--- config.mk ---
export PLATFORM = sky130hd
export DESIGN_NAME = mtx_encoder
export DESIGN_NICKNAME = d
export VERILOG_FILES = /design/src/rtl/mtx_encoder.sv
export SDC_FILE = /design/constraint.sdc
export NUM_CORES = 1
export LEC_CHECK = 0
export BUFFER_PORTS_ARGS = -buffer_cell sky130_fd_sc_hd__clkbuf_2
export CORE_UTILIZATION = 32
export DETAILED_ROUTE_END_ITERATION = 6
export PLACE_DENSITY = 0.56
export SYNTH_ARGS = -nofsm -noshare
export SYNTH_HDL_FRONTEND = slang
export SYNTH_SLANG_ARGS = --single-unit
--- constraint.sdc ---
create_clock -name clk -period 3.3 [get_ports clk]
set_input_delay 0.165 -clock clk [delete_from_list [all_inputs] [get_ports clk]]
set_output_delay 0.165 -clock clk [all_outputs]
set_load 0.01 [all_outputs]
--- src/rtl/mtx_encoder.sv ---
`default_nettype none
// ============================================================================
//  Module   : mtx_encoder
//  Brief    : Serializes a 2x2 complex matrix of 19-bit cells into a
//             cell-per-transfer stream with a configurable inter-cell gap.
//  Revision : 1.0  initial release
// ============================================================================
module mtx_encoder #(
    parameter int GAP = 0
) (
    input  logic               clk,
    input  logic               reset,
    input  logic               start,
    input  logic signed [18:0] matrix_in [0:1][0:1][0:1],
    output logic               busy,
    output logic               done,
    output logic signed [18:0] matrix_cell,
    output logic               imag,
    output logic               row,
    output logic               col,
    output logic               ready
);

    typedef enum logic [1:0] {
        S_IDLE    = 2'd0,
        S_SEND    = 2'd1,
        S_GAPWAIT = 2'd2,
        S_DONE    = 2'd3
    } state_t;

    localparam logic [3:0] c_GAP = 4'(GAP);

    state_t             r_state;
    logic [2:0]         r_k;
    logic [3:0]         r_gap_cnt;
    logic signed [18:0] r_shadow [0:1][0:1][0:1];

    logic [2:0] w_k_inc;
    logic       w_accept;

    assign w_k_inc  = r_k + 3'd1;
    assign w_accept = start && ((r_state == S_IDLE) || (r_state == S_DONE));

    // Shadow copy isolates the transfer in flight from later matrix_in changes.
    always_ff @(posedge clk) begin
        if (w_accept) begin
            r_shadow <= matrix_in;
        end
    end

    always_ff @(posedge clk) begin
        if (!reset) begin
            r_state     <= S_IDLE;
            r_k         <= 3'd0;
            r_gap_cnt   <= 4'd0;
            busy        <= 1'b0;
            done        <= 1'b0;
            ready       <= 1'b0;
            matrix_cell <= '0;
            row         <= 1'b0;
            col         <= 1'b0;
            imag        <= 1'b0;
        end else begin
            done <= 1'b0;
            case (r_state)
                S_IDLE, S_DONE: begin
                    // Cell 0 comes straight from the input because the
                    // shadow is being written on this same edge.
                    if (start) begin
                        r_state     <= S_SEND;
                        r_k         <= 3'd0;
                        busy        <= 1'b1;
                        ready       <= 1'b1;
                        matrix_cell <= matrix_in[0][0][0];
                        row         <= 1'b0;
                        col         <= 1'b0;
                        imag        <= 1'b0;
                    end else begin
                        r_state     <= S_IDLE;
                        busy        <= 1'b0;
                        ready       <= 1'b0;
                        matrix_cell <= '0;
                        row         <= 1'b0;
                        col         <= 1'b0;
                        imag        <= 1'b0;
                    end
                end
                S_SEND: begin
                    if (r_k == 3'd7) begin
                        r_state     <= S_DONE;
                        done        <= 1'b1;
                        busy        <= 1'b0;
                        ready       <= 1'b0;
                        matrix_cell <= '0;
                        row         <= 1'b0;
                        col         <= 1'b0;
                        imag        <= 1'b0;
                    end else if (c_GAP == 4'd0) begin
                        r_k         <= w_k_inc;
                        ready       <= 1'b1;
                        matrix_cell <= r_shadow[w_k_inc[2]][w_k_inc[1]][w_k_inc[0]];
                        row         <= w_k_inc[2];
                        col         <= w_k_inc[1];
                        imag        <= w_k_inc[0];
                    end else begin
                        r_state     <= S_GAPWAIT;
                        r_gap_cnt   <= c_GAP;
                        r_k         <= w_k_inc;
                        ready       <= 1'b0;
                        matrix_cell <= '0;
                        row         <= 1'b0;
                        col         <= 1'b0;
                        imag        <= 1'b0;
                    end
                end
                S_GAPWAIT: begin
                    if (r_gap_cnt <= 4'd1) begin
                        r_state     <= S_SEND;
                        r_gap_cnt   <= 4'd0;
                        ready       <= 1'b1;
                        matrix_cell <= r_shadow[r_k[2]][r_k[1]][r_k[0]];
                        row         <= r_k[2];
                        col         <= r_k[1];
                        imag        <= r_k[0];
                    end else begin
                        r_gap_cnt <= r_gap_cnt - 4'd1;
                    end
                end
                default: begin
                    r_state <= S_IDLE;
                    busy    <= 1'b0;
                    ready   <= 1'b0;
                end
            endcase
        end
    end

endmodule
`default_nettype wire

==> summary.md, run 1 <==
| Metric | Value |
|---|---|
| Status | `complete, but fails checks` |
| Violated checks | `design-rule violations` |
| Crit-path max FO | `17` |
| Die Area | `27440 sq um` |
| DRT Pass-1 Iters | `7` |
| Vias in the first global route | `6744` |
| Count of final hold-check violations | `0` |
| GRT Util Overall | `0.1834` |
| Final period utilization | `0.8066` |
| Fin util | `0.4606` |
| Vias per cell | `a little over 5` |
| FF/Latch Area | `between 5000 and 6000 sq um` |
| IO Port Bufs | `179` |
| Most used flip-flop cell after synthesis | `edfxtp_1` |
| Worst-Margin Slew | `862.5 ps` |
| Pwr dens | `488.1 nW/um^2` |
| Post-CTS setup buffer count | `0` |
| Leak | `between 4 and 5 nW` |
| XOR/XNOR Fraction of Synth Area | `0.003066` |
| Flop and latch count out of synthesis | `186` |
| Post-Synth Simple-Gate Area | `0.06293` |
| Die Wd | `165.6 um` |
| Synth warn | `0` |
| Hold WC Path Type | `input pin to flop` |
| Via count | `6567` |
| Later-pin clock latency in the skew report | `between 400 and 500 ps` |
| Die H | `165.6 um` |
| DRT antenna net count | `0` |
| Filler instances | `about 2.4k` |
| Rel. slew slack | `0.4250` |
| Avg Inst Size Synth | `13.84 sq um` |
| Worst EP arrival | `3030 ps` |
| Clock skew | `roughly 8.9 ps` |
| CP Cell Sequence | `inv_1 -> ha_1 -> nand3_1 -> o21ai_1 -> nor4_1 -> a221oi_1 -> a31o_1` |
| Antenna violations before repair | `0` |
| Clock-pin slew on the worst setup and hold paths | `approximately 70 ps` |
| Sink Count | `186` |
| Final nets | `between 1k and 1.5k` |
| Final wirelength | `approximately 25 mm` |
| Mux cell area share after synthesis | `0.1810` |
| Largest net degree at the start of global routing | `49` |
| Max-cap viol count | `0` |
| Initial drt markers | `381` |
| Adder-cell area share of the yosys netlist | `0.01022` |
| First-pass GRT wire length | `38.16 mm` |
| Fin crit period | `2662 ps` |
| Post-CTS resize count | `0` |
| Clock Tree Root | `clkbuf_16` |
| TritonCTS clock tree | `done` |
| Num CTS Buffers | `17` |
| Area growth syn-to-layout | `40.47%` |
| Hold Buf Count CTS | `roughly 150` |
| I/O pin total | `between 150 and 200` |
| WS Path Type | `flop to flop` |
| Fin Setup TNS | `0 ps` |
| Footprint of the multi-input gates | `3063 sq um` |
| Worst ir drop on vdd | `233.3 uV` |
| Core area | `26130 sq um` |
| Final GP Congestion | `approximately 0.82` |
| Number of flops mapped to enable cells by yosys | `152` |
| Htree depth | `4` |
| Largest family of logic cells by synthesized area | `multiplexers` |
| Pins Over Slew Limit | `0` |
| Post-synthesis compound-gate area fraction | `0.09841` |
| Netlist Area Pre-Place | `8569 sq um` |
| RSZ-0062 raised after global routing | `no` |
| Final-report setup violation count | `0` |
| Wire per inst | `a little under 20 um` |
| Initial Util | `0.3279` |
| Critical-path top delay cell | `nand3_1` |
| Distinct cells, synth | `56` |
| CP Launch Type | `flop` |
| Hpwl dp | `16.55 mm` |
| Share of layout cells above drive strength 1 | `0.2662` |
| Asr flop ratio synth | `0` |
| Bufs on Longest Clock Path | `2` |
| Max incr delay on CP | `about 750 ps` |
| Overflow after GRT | `0` |
| Crit. End Element | `flop` |
| Max Freq | `375.7 MHz` |
| Sequential area share after synthesis | `0.6121` |
| Critical path data required time | `3670 ps` |
| Row cnt | `59` |
| ANT cells | `0` |
| Drt drc | `12` |
| Syn Nets | `781` |
| Gate Count Post-Synth | `around 620` |
-- worst max-delay path, delay by kind of cell (launching register included) --
kind	cells	cell delay (ps)
AND/OR/NAND/NOR	2	840
AO/OA/AOI/OAI	3	770
adder cells (fa/ha/maj)	1	570
flip-flops	1	330
buffers and inverters	1	90
-- where the power goes --
part	internal [W]	switching (W)
sequential	0.00272	0.0000796
combinational	0.000392	0.000374
clock	0.00140	0.000907
-- layout make-up --
cell class              instances  area share
flip-flops and latches        186      0.4360
repair buffers                354      0.2172
clock buffers                  20     0.03794
inverters                       7    0.002183
multi-input cells             379      0.2544
well taps                     335     0.03482
clock inverters                12     0.01736
-- logic make-up (layout without fill, tap and decap cells) --
group                    Yosys count  in the layout
XOR/XNOR                           3              3
AND/OR/NAND/NOR                   97             97
AO/OA/AOI/OAI                    130            130
multiplexers                     142            142
flip-flops                       186            186
buffers and inverters             54            393
adder cells (fa/ha/maj)            7              7
-- per-stage QoR --
step                hold slack (ps)  area, sq um  setup WS (ps)  power [W]  instances
floorplan                     263.9         8572          631.6   0.003207        619
global placement              342.7         9851          777.9   0.003471       1109
detailed placement            343.6         9851          695.8   0.003474       1109
CTS                           99.60        12040          680.0   0.005927       1293
global route                  133.7        12040          371.9   0.006092       1293
finish                        129.5        12040          638.3   0.005875       1293
-- worst paths after layout --
path / to / startpoint / cells after the start / slack [ps]
max: matrix_cell[3] / r_state[0] / 7 / 640
min: r_state[1] / reset / 3 / 130
max reg2reg: matrix_cell[3] / r_state[0] / 7 / 640
min reg2reg: matrix_cell[4] / matrix_cell[4] / 2 / 510
-- cells in the final DEF, fill, tap and decap left out, types with 18 or more instances in the layout --
cell and n:
buf_4 21, mux2i_1 128, edfxtp_1 152, dfxtp_1 33, o22ai_1 68, nor2_1 18, a21oi_1 26, dlygate4sd3_1 152
clkbuf_2 179
-- state kept, by name, indices dropped and copies added, names as in the netlist --
register and count:
r_k 3, r_shadow 152, ready 1, imag 1, col 1, done 1, busy 1, row 1
r_gap_cnt 4, matrix_cell 19, r_state 2
-- Yosys cell counts, types with 3 or more instances --
library cell / number / share of area
clkbuf_1: 14 / 0.0061
and3_1: 17 / 0.012
buf_4: 8 / 0.0070
mux2_2: 4 / 0.0053
mux4_2: 10 / 0.026
mux2i_1: 128 / 0.15
nand2_1: 17 / 0.0074
ha_1: 7 / 0.010
edfxtp_1: 152 / 0.53
nor2b_1: 3 / 0.0022
dfxtp_1: 34 / 0.079
o22ai_1: 68 / 0.050
nor3_1: 6 / 0.0035
a22oi_1: 7 / 0.0061
nor4_1: 13 / 0.0095
nand3_1: 5 / 0.0029
a31oi_1: 3 / 0.0022
a22o_1: 3 / 0.0031
buf_2: 22 / 0.013
a21oi_1: 26 / 0.015
inv_1: 7 / 0.0031
o21ai_0: 3 / 0.0018
nor2_1: 18 / 0.0079
-- per-layer routing --
layer  GRT usage  up-vias  wire (um)  part of all wire
li1            -     3109          -                 -
met1      0.2425     3216      11300              0.45
met2      0.3012      206      11960              0.48
met3     0.03202       36       1195             0.048
met4     0.06826        0        595             0.024
met5           0        -          0                 0
(Power assumes the default switching activity.)
==> run 2, diff against run 1 <==
Clock period 3.3 ns to 2.4 ns, I/O delays scaled along.
==> run 2 against run 1 <==
Effect of this change: the flow still finishes with violations (design-rule violations); die area did not move; maximum frequency rose by 23%; clock skew rose by 1.0 ps; via count barely moved; clock-buffer cell count fell by 1.
==> summary.md, run 2 (synthesis gave the netlist of run 1 again) <==
| Metric | Value |
|---|---|
| Largest net degree at the start of global routing | `74 (+51%)` |
| CP Cell Sequence | `ha_4 -> ha_1 -> buf_4 -> mux4_2 -> nand2_1 -> nand3_1 -> a32o_1` |
| Hold EP | `r_state[1]` |
| Vias in the first global route | `6757 (+0.19%)` |
| TritonCTS clock tree | `done` |
| Fin util | `0.4660 (+0.005315)` |
| Fin crit period | `2166 ps (-496.0 ps)` |
| WS Path Type | `flop to flop` |
| FF/Latch Area | `5249 sq um (unchanged)` |
| CP Launch Type | `flop` |
| Hold Buf Count CTS | `152 (unchanged)` |
| Placed cells | `1122 (+1.2%)` |
| DRT Pass-1 Iters | `7 (unchanged)` |
| Initial drt markers | `400 (+5.0%)` |
| Footprint of the multi-input gates | `3063 sq um (unchanged)` |
| Final GP Congestion | `0.8180 (-0.30%)` |
| Max incr delay on CP | `500 ps (-250 ps)` |
| Sink Count | `186 (unchanged)` |
| Hold WC Path Type | `input pin to flop` |
| Row cnt | `59 (unchanged)` |
| I/O pin total | `180 (unchanged)` |
| RSZ-0062 raised after global routing | `no` |
| Antenna violations before repair | `0 (unchanged)` |
| Top flop regs | `r_shadow: 152 flops, matrix_cell: 19 flops, r_gap_cnt: 4 flops` |
| Clock skew | `9.859 ps (+0.9962 ps)` |
| First-pass GRT wire length | `38.47 mm (+0.81%)` |
| Initial Util | `0.3279 (unchanged)` |
| Clock-pin slew on the worst setup and hold paths | `70 ps (about the same)` |
| Wire per inst | `19.26 um (-0.58%)` |
| Core area | `26130 sq um (unchanged)` |
| Bufs on Longest Clock Path | `2 (unchanged)` |
| Layout Cells excl Fill | `1306 (+1.0%)` |
| Pins Over Slew Limit | `0 (unchanged)` |
| Violated checks | `design-rule violations` |
| Vias per cell | `5.025 (-1.1%)` |
| DRT antenna net count | `0 (unchanged)` |
| Num CTS Buffers | `17 (unchanged)` |
| Flop2flop setup slack | `230 ps (-400 ps)` |
| IO Port Bufs | `179 (unchanged)` |
| Final wirelength | `25.15 mm (+0.42%)` |
| Final period utilization | `0.9023 (+0.09578)` |
| ANT cells | `0 (unchanged)` |
| Worst Min Path Start | `reset` |
| Post-CTS setup buffer count | `0 (unchanged)` |
| Rel. slew slack | `0.5324 (+0.1074)` |
| Worst EP arrival | `2480 ps (-550 ps)` |
| Status | `complete, but fails checks` |
| Commonest non-fill, non-tap cell in the layout | `clkbuf_2` |
| Filler instances | `2407 (+0.50%)` |
| Commonest non-fill, non-tap cells in the layout | `clkbuf_2, dlygate4sd3_1, edfxtp_1` |
| Crit-path max FO | `8 (-9)` |
| Pwr dens | `662.0 nW/um^2 (+36%)` |
| Area growth syn-to-layout | `42.09%` |
| Delay-heaviest family, CP | `adder cells` |
| Area after DPL | `9998 sq um (+1.5%)` |
| Worst-Margin Slew | `701.4 ps (-161.1 ps)` |
| Overflow after GRT | `0 (unchanged)` |
| Max-cap viol count | `0 (unchanged)` |
| Drt drc | `8 (-4)` |
| Reg-to-Reg Start | `r_k[1]` |
| Via count | `6563 (-0.061%)` |
| Post-CTS resize count | `0 (unchanged)` |
| Die Wd | `165.6 um (unchanged)` |
| Fin Setup TNS | `0 ps (unchanged)` |
| Fin area | `12180 sq um (+1.2%)` |
| Final nets | `1120 (+1.2%)` |
| Max Freq | `461.8 MHz (+23%)` |
| Hold-critical path depth | `3 (unchanged)` |
| Crit. End Element | `flop` |
| Htree depth | `4 (unchanged)` |
| GRT Util Overall | `0.1832 (-0.0002239)` |
| Reg with most FFs | `r_shadow` |
| Worst ir drop on vdd | `322.9 uV (+38%)` |
| Max reg flops | `152 (unchanged)` |
| Critical path data required time | `2720 ps (-950 ps)` |
| Final-report setup violation count | `0 (unchanged)` |
| Share of layout cells above drive strength 1 | `0.2750 (+0.008795)` |
| Die H | `165.6 um (unchanged)` |
| Leak | `4.476 nW (+1.8%)` |
| Die Area | `27440 sq um (unchanged)` |
| Clock Tree Root | `clkbuf_16` |
| R2R depth | `7 (unchanged)` |
| Worst R2R End | `matrix_cell[6]` |
| Critical-path top delay cell | `mux4_2` |
| Buf/Inv on CP | `1 (unchanged)` |
| Later-pin clock latency in the skew report | `430 ps (about the same)` |
| Hpwl dp | `16.82 mm (+1.7%)` |
| Count of final hold-check violations | `0 (unchanged)` |
==> run 2: changes by cell type in the layout (fill, tap and decap cells not counted), sizes merged <==
cell,before,now
inv,11,10
clkinvlp,2,0
clkbuf,199,198
clkinv,1,5
buf,23,36
==> run 2: metrics by stage <==
stage	setup WS (ps)	total power (W)	hold WS (ps)
finish	234.4	0.008061	79.93
global route	63.54	0.008339	77.68
CTS	215.7	0.008117	66.80
detailed placement	220.9	0.004811	298.7
global placement	267.3	0.004812	298.5
floorplan	35.08	0.004408	218.9
==> run 2: worst max-delay path by stage <==
stage	startpoint	end	cells past startpoint
3_3_place_gp	r_k[1]	matrix_cell[6]	7
2_1_floorplan	r_state[0]	matrix_cell[15]	8
5_1_grt	r_k[0]	matrix_cell[16]	7
4_1_cts	r_k[1]	matrix_cell[6]	7
3_5_place_dp	r_k[1]	matrix_cell[6]	7
6_report	r_k[1]	matrix_cell[6]	7
==> run 2: metal layers <==
metal | GRT usage | up-vias | wire length, um
met5 | 0 | - | 0
met4 | 0.04957 | 0 | 303
met1 | 0.2511 | 3224 | 11540
met2 | 0.3034 | 183 | 12180
li1 | - | 3139 | -
met3 | 0.02581 | 17 | 1134
==> run 2: area by class of cell <==
| class | count | share of cell area |
|---|---|---|
| clock inverter | 13 | 0.01757 |
| inverter | 7 | 0.002158 |
| sequential | 186 | 0.4311 |
| tap | 335 | 0.03442 |
| clock buffer | 19 | 0.03637 |
| timing repair buffer | 367 | 0.2269 |
| multi-input combinational | 379 | 0.2515 |
==> run 2: worst min-delay path, delay by kind of cell <==
family	cells	cell delay, ps
AOI/OAI and AO/OA	1	110
and+or+nand+nor	1	50
buffers and inverters	1	170
==> run 2: where the power goes <==
group          switching (W)  internal [W]
Clock                0.00123       0.00189
Sequential          0.000118       0.00375
Combinational       0.000513      0.000563
Total                0.00186       0.00620
==> run 3, diff against run 2 <==
Settings changed: GPL_ROUTABILITY_DRIVEN set to 0, REMOVE_ABC_BUFFERS set to 1.
==> run 3 against run 2 <==
Effect of this change: the run still ends with design-rule violations left; via count shrank 0.55%; clock skew shrank 1.8 ps; maximum frequency grew 2.9%; first-iteration DRC count grew 10%; highest routed layer unchanged; critical path depth grew 2; sequential power is essentially flat; power shrank 6.7%; hold slack lost 23 ps; combinational power is essentially flat; routed wire length shrank 2.3%; non-clock buffer count shrank 3; cell count shrank 0.23%.
==> summary.md, run 3 (synthesis gave the netlist of run 1 again) <==
| Metric | Value |
|---|---|
| Rel. slew slack | `0.6153 (+0.08288)` |
| DRT Pass-1 Iters | `7 (unchanged)` |
| Share of layout cells above drive strength 1 | `0.2717 (-0.003280)` |
| Max Freq | `475.2 MHz (+2.9%)` |
| WS Path Type | `flop to flop` |
| Fin area | `12030 sq um (-1.2%)` |
| Final nets | `1117 (-0.27%)` |
| Count of final hold-check violations | `0 (unchanged)` |
| Pre-CTS WS | `300.3 ps (+79.40 ps)` |
| IO Port Bufs | `179 (unchanged)` |
| Leak | `4.381 nW (-2.1%)` |
| Reg with most FFs | `r_shadow` |
| Vias in the first global route | `6741 (-0.24%)` |
| Hold WC Path Type | `input pin to flop` |
| RSZ-0062 raised after global routing | `no` |
| Die Wd | `165.6 um (unchanged)` |
| Switching Share | `0.2500 (+0.01955)` |
| Area after DPL | `9976 sq um (-0.23%)` |
| Core area | `26130 sq um (unchanged)` |
| Clock skew | `8.070 ps (-1.789 ps)` |
| Vias per cell | `5.009 (-0.32%)` |
| Worst-Margin Slew | `577.1 ps (-124.3 ps)` |
| Final period utilization | `0.8768 (-0.02558)` |
| Status | `complete, but fails checks` |
| I/O pin total | `180 (unchanged)` |
| Die Area | `27440 sq um (unchanged)` |
| Hpwl dp | `15.39 mm (-8.5%)` |
| Later-pin clock latency in the skew report | `430 ps (about the same)` |
| Htree depth | `4 (unchanged)` |
| DRT antenna net count | `0 (unchanged)` |
| Fin Setup TNS | `0 ps (unchanged)` |
| Crit. End Element | `flop` |
| Die H | `165.6 um (unchanged)` |
| Critical path data required time | `2720 ps (about the same)` |
| Via count | `6527 (-0.55%)` |
| Pwr dens | `625.5 nW/um^2 (-5.5%)` |
| Clock Tree Root | `clkbuf_16` |
| TritonCTS clock tree | `done` |
| Fin crit period | `2104 ps (-61.38 ps)` |
| Clock share of power | `0.347 (-0.040)` |
| Initial Util | `0.3279 (unchanged)` |
| Max-cap viol count | `0 (unchanged)` |
| Top flop regs | `r_shadow: 152 flops, matrix_cell: 19 flops, r_gap_cnt: 4 flops` |
| Row cnt | `59 (unchanged)` |
| Wire per inst | `18.86 um (-2.1%)` |
| CP Launch Type | `flop` |
| Overflow after GRT | `0 (unchanged)` |
| Commonest non-fill, non-tap cell in the layout | `clkbuf_2` |
| Final-report setup violation count | `0 (unchanged)` |
| Sequential cell fraction of total power | `0.513 (+0.034)` |
| Initial drt markers | `440 (+10%)` |
| Placed cells | `1119 (-0.27%)` |
| Drt drc | `16 (+8)` |
| Pins Over Slew Limit | `0 (unchanged)` |
| Max reg flops | `152 (unchanged)` |
| Post-CTS setup buffer count | `0 (unchanged)` |
| Clock-pin slew on the worst setup and hold paths | `70 ps (about the same)` |
| Comb pwr share | `0.139 (+0.005)` |
| Violated checks | `design-rule violations` |
| P_int | `0.005642 W (-9.0%)` |
| Total Power | `0.007523 W (-6.7%)` |
| Area growth syn-to-layout | `40.36%` |
| Psw | `0.001881 W (+1.2%)` |
| Hold Buf Count CTS | `152 (unchanged)` |
| GRT Util Overall | `0.1802 (-0.003004)` |
| Bufs on Longest Clock Path | `2 (unchanged)` |
| Post-CTS resize count | `0 (unchanged)` |
| Filler instances | `2395 (-0.50%)` |
| Largest net degree at the start of global routing | `82 (+11%)` |
| Final setup margin | `295.8 ps (+61.38 ps)` |
| Crit-path max FO | `8 (unchanged)` |
| Worst EP arrival | `2430 ps (-50 ps)` |
| Worst ir drop on vdd | `413.7 uV (+28%)` |
| Final wirelength | `24.57 mm (-2.3%)` |
| Antenna violations before repair | `0 (unchanged)` |
| ANT cells | `0 (unchanged)` |
| Commonest non-fill, non-tap cells in the layout | `clkbuf_2, dlygate4sd3_1, edfxtp_1` |
| First-pass GRT wire length | `37.56 mm (-2.4%)` |
| Layout Cells excl Fill | `1303 (-0.23%)` |
| Sink Count | `186 (unchanged)` |
| Num CTS Buffers | `17 (unchanged)` |
==> run 3: power groups by stage <==
stage | clock [W] | sequential, W | combinational [W]
2_1_floorplan | 0 | 0.00395 | 0.000494
3_3_place_gp | 0 | 0.00393 | 0.000851
6_report | 0.00261 | 0.00386 | 0.00105
4_1_cts | 0.00270 | 0.00386 | 0.00105
3_5_place_dp | 0 | 0.00393 | 0.000855
5_1_grt | 0.00282 | 0.00388 | 0.00114
==> run 3: worst paths after layout <==
kind | startpoint | to | slack (ps) | cells past startpoint
worst max-delay path | r_k[1] | matrix_cell[6] | 300 | 9
worst max register to register | r_k[1] | matrix_cell[6] | 300 | 9
worst min-delay path | reset | r_state[1] | 60 | 3
worst min register to register | busy | busy | 510 | 2
==> run 3: stage by stage <==
stage	utilization	hold WS [ps]
global placement	0.3817	297.9
floorplan	-	218.9
CTS	0.4603	40.33
global route	0.4603	62.58
detailed placement	0.3817	298.6
finish	0.4603	57.11
==> run 3: critical path, stage by stage, from the launching register on <==
cell and delay (ps):
dfxtp_4 360, ha_4 150, ha_1 310, buf_4 210
nand4bb_1 160, buf_4 200, o22ai_1 100, a211oi_1 200
nand3_1 110, a32o_1 210
==> run 3: per-layer routing <==
layer,track usage,part of all wire,up-vias
li1,-,-,3131
met1,0.2393,0.46,3171
met2,0.2994,0.48,202
met3,0.03513,0.045,23
met4,0.05039,0.014,0
met5,0,0,-
==> run 3: area by class of cell <==
type / instances / area, sq um / area share
clock inverters: 12 / 93.84 / 0.007802
multi-input cells: 379 / 3063 / 0.2547
well taps: 335 / 419.2 / 0.03485
clock buffers: 20 / 436.7 / 0.03630
inverters: 7 / 26.28 / 0.002185
flip-flops and latches: 186 / 5249 / 0.4364
repair buffers: 364 / 2740 / 0.2278
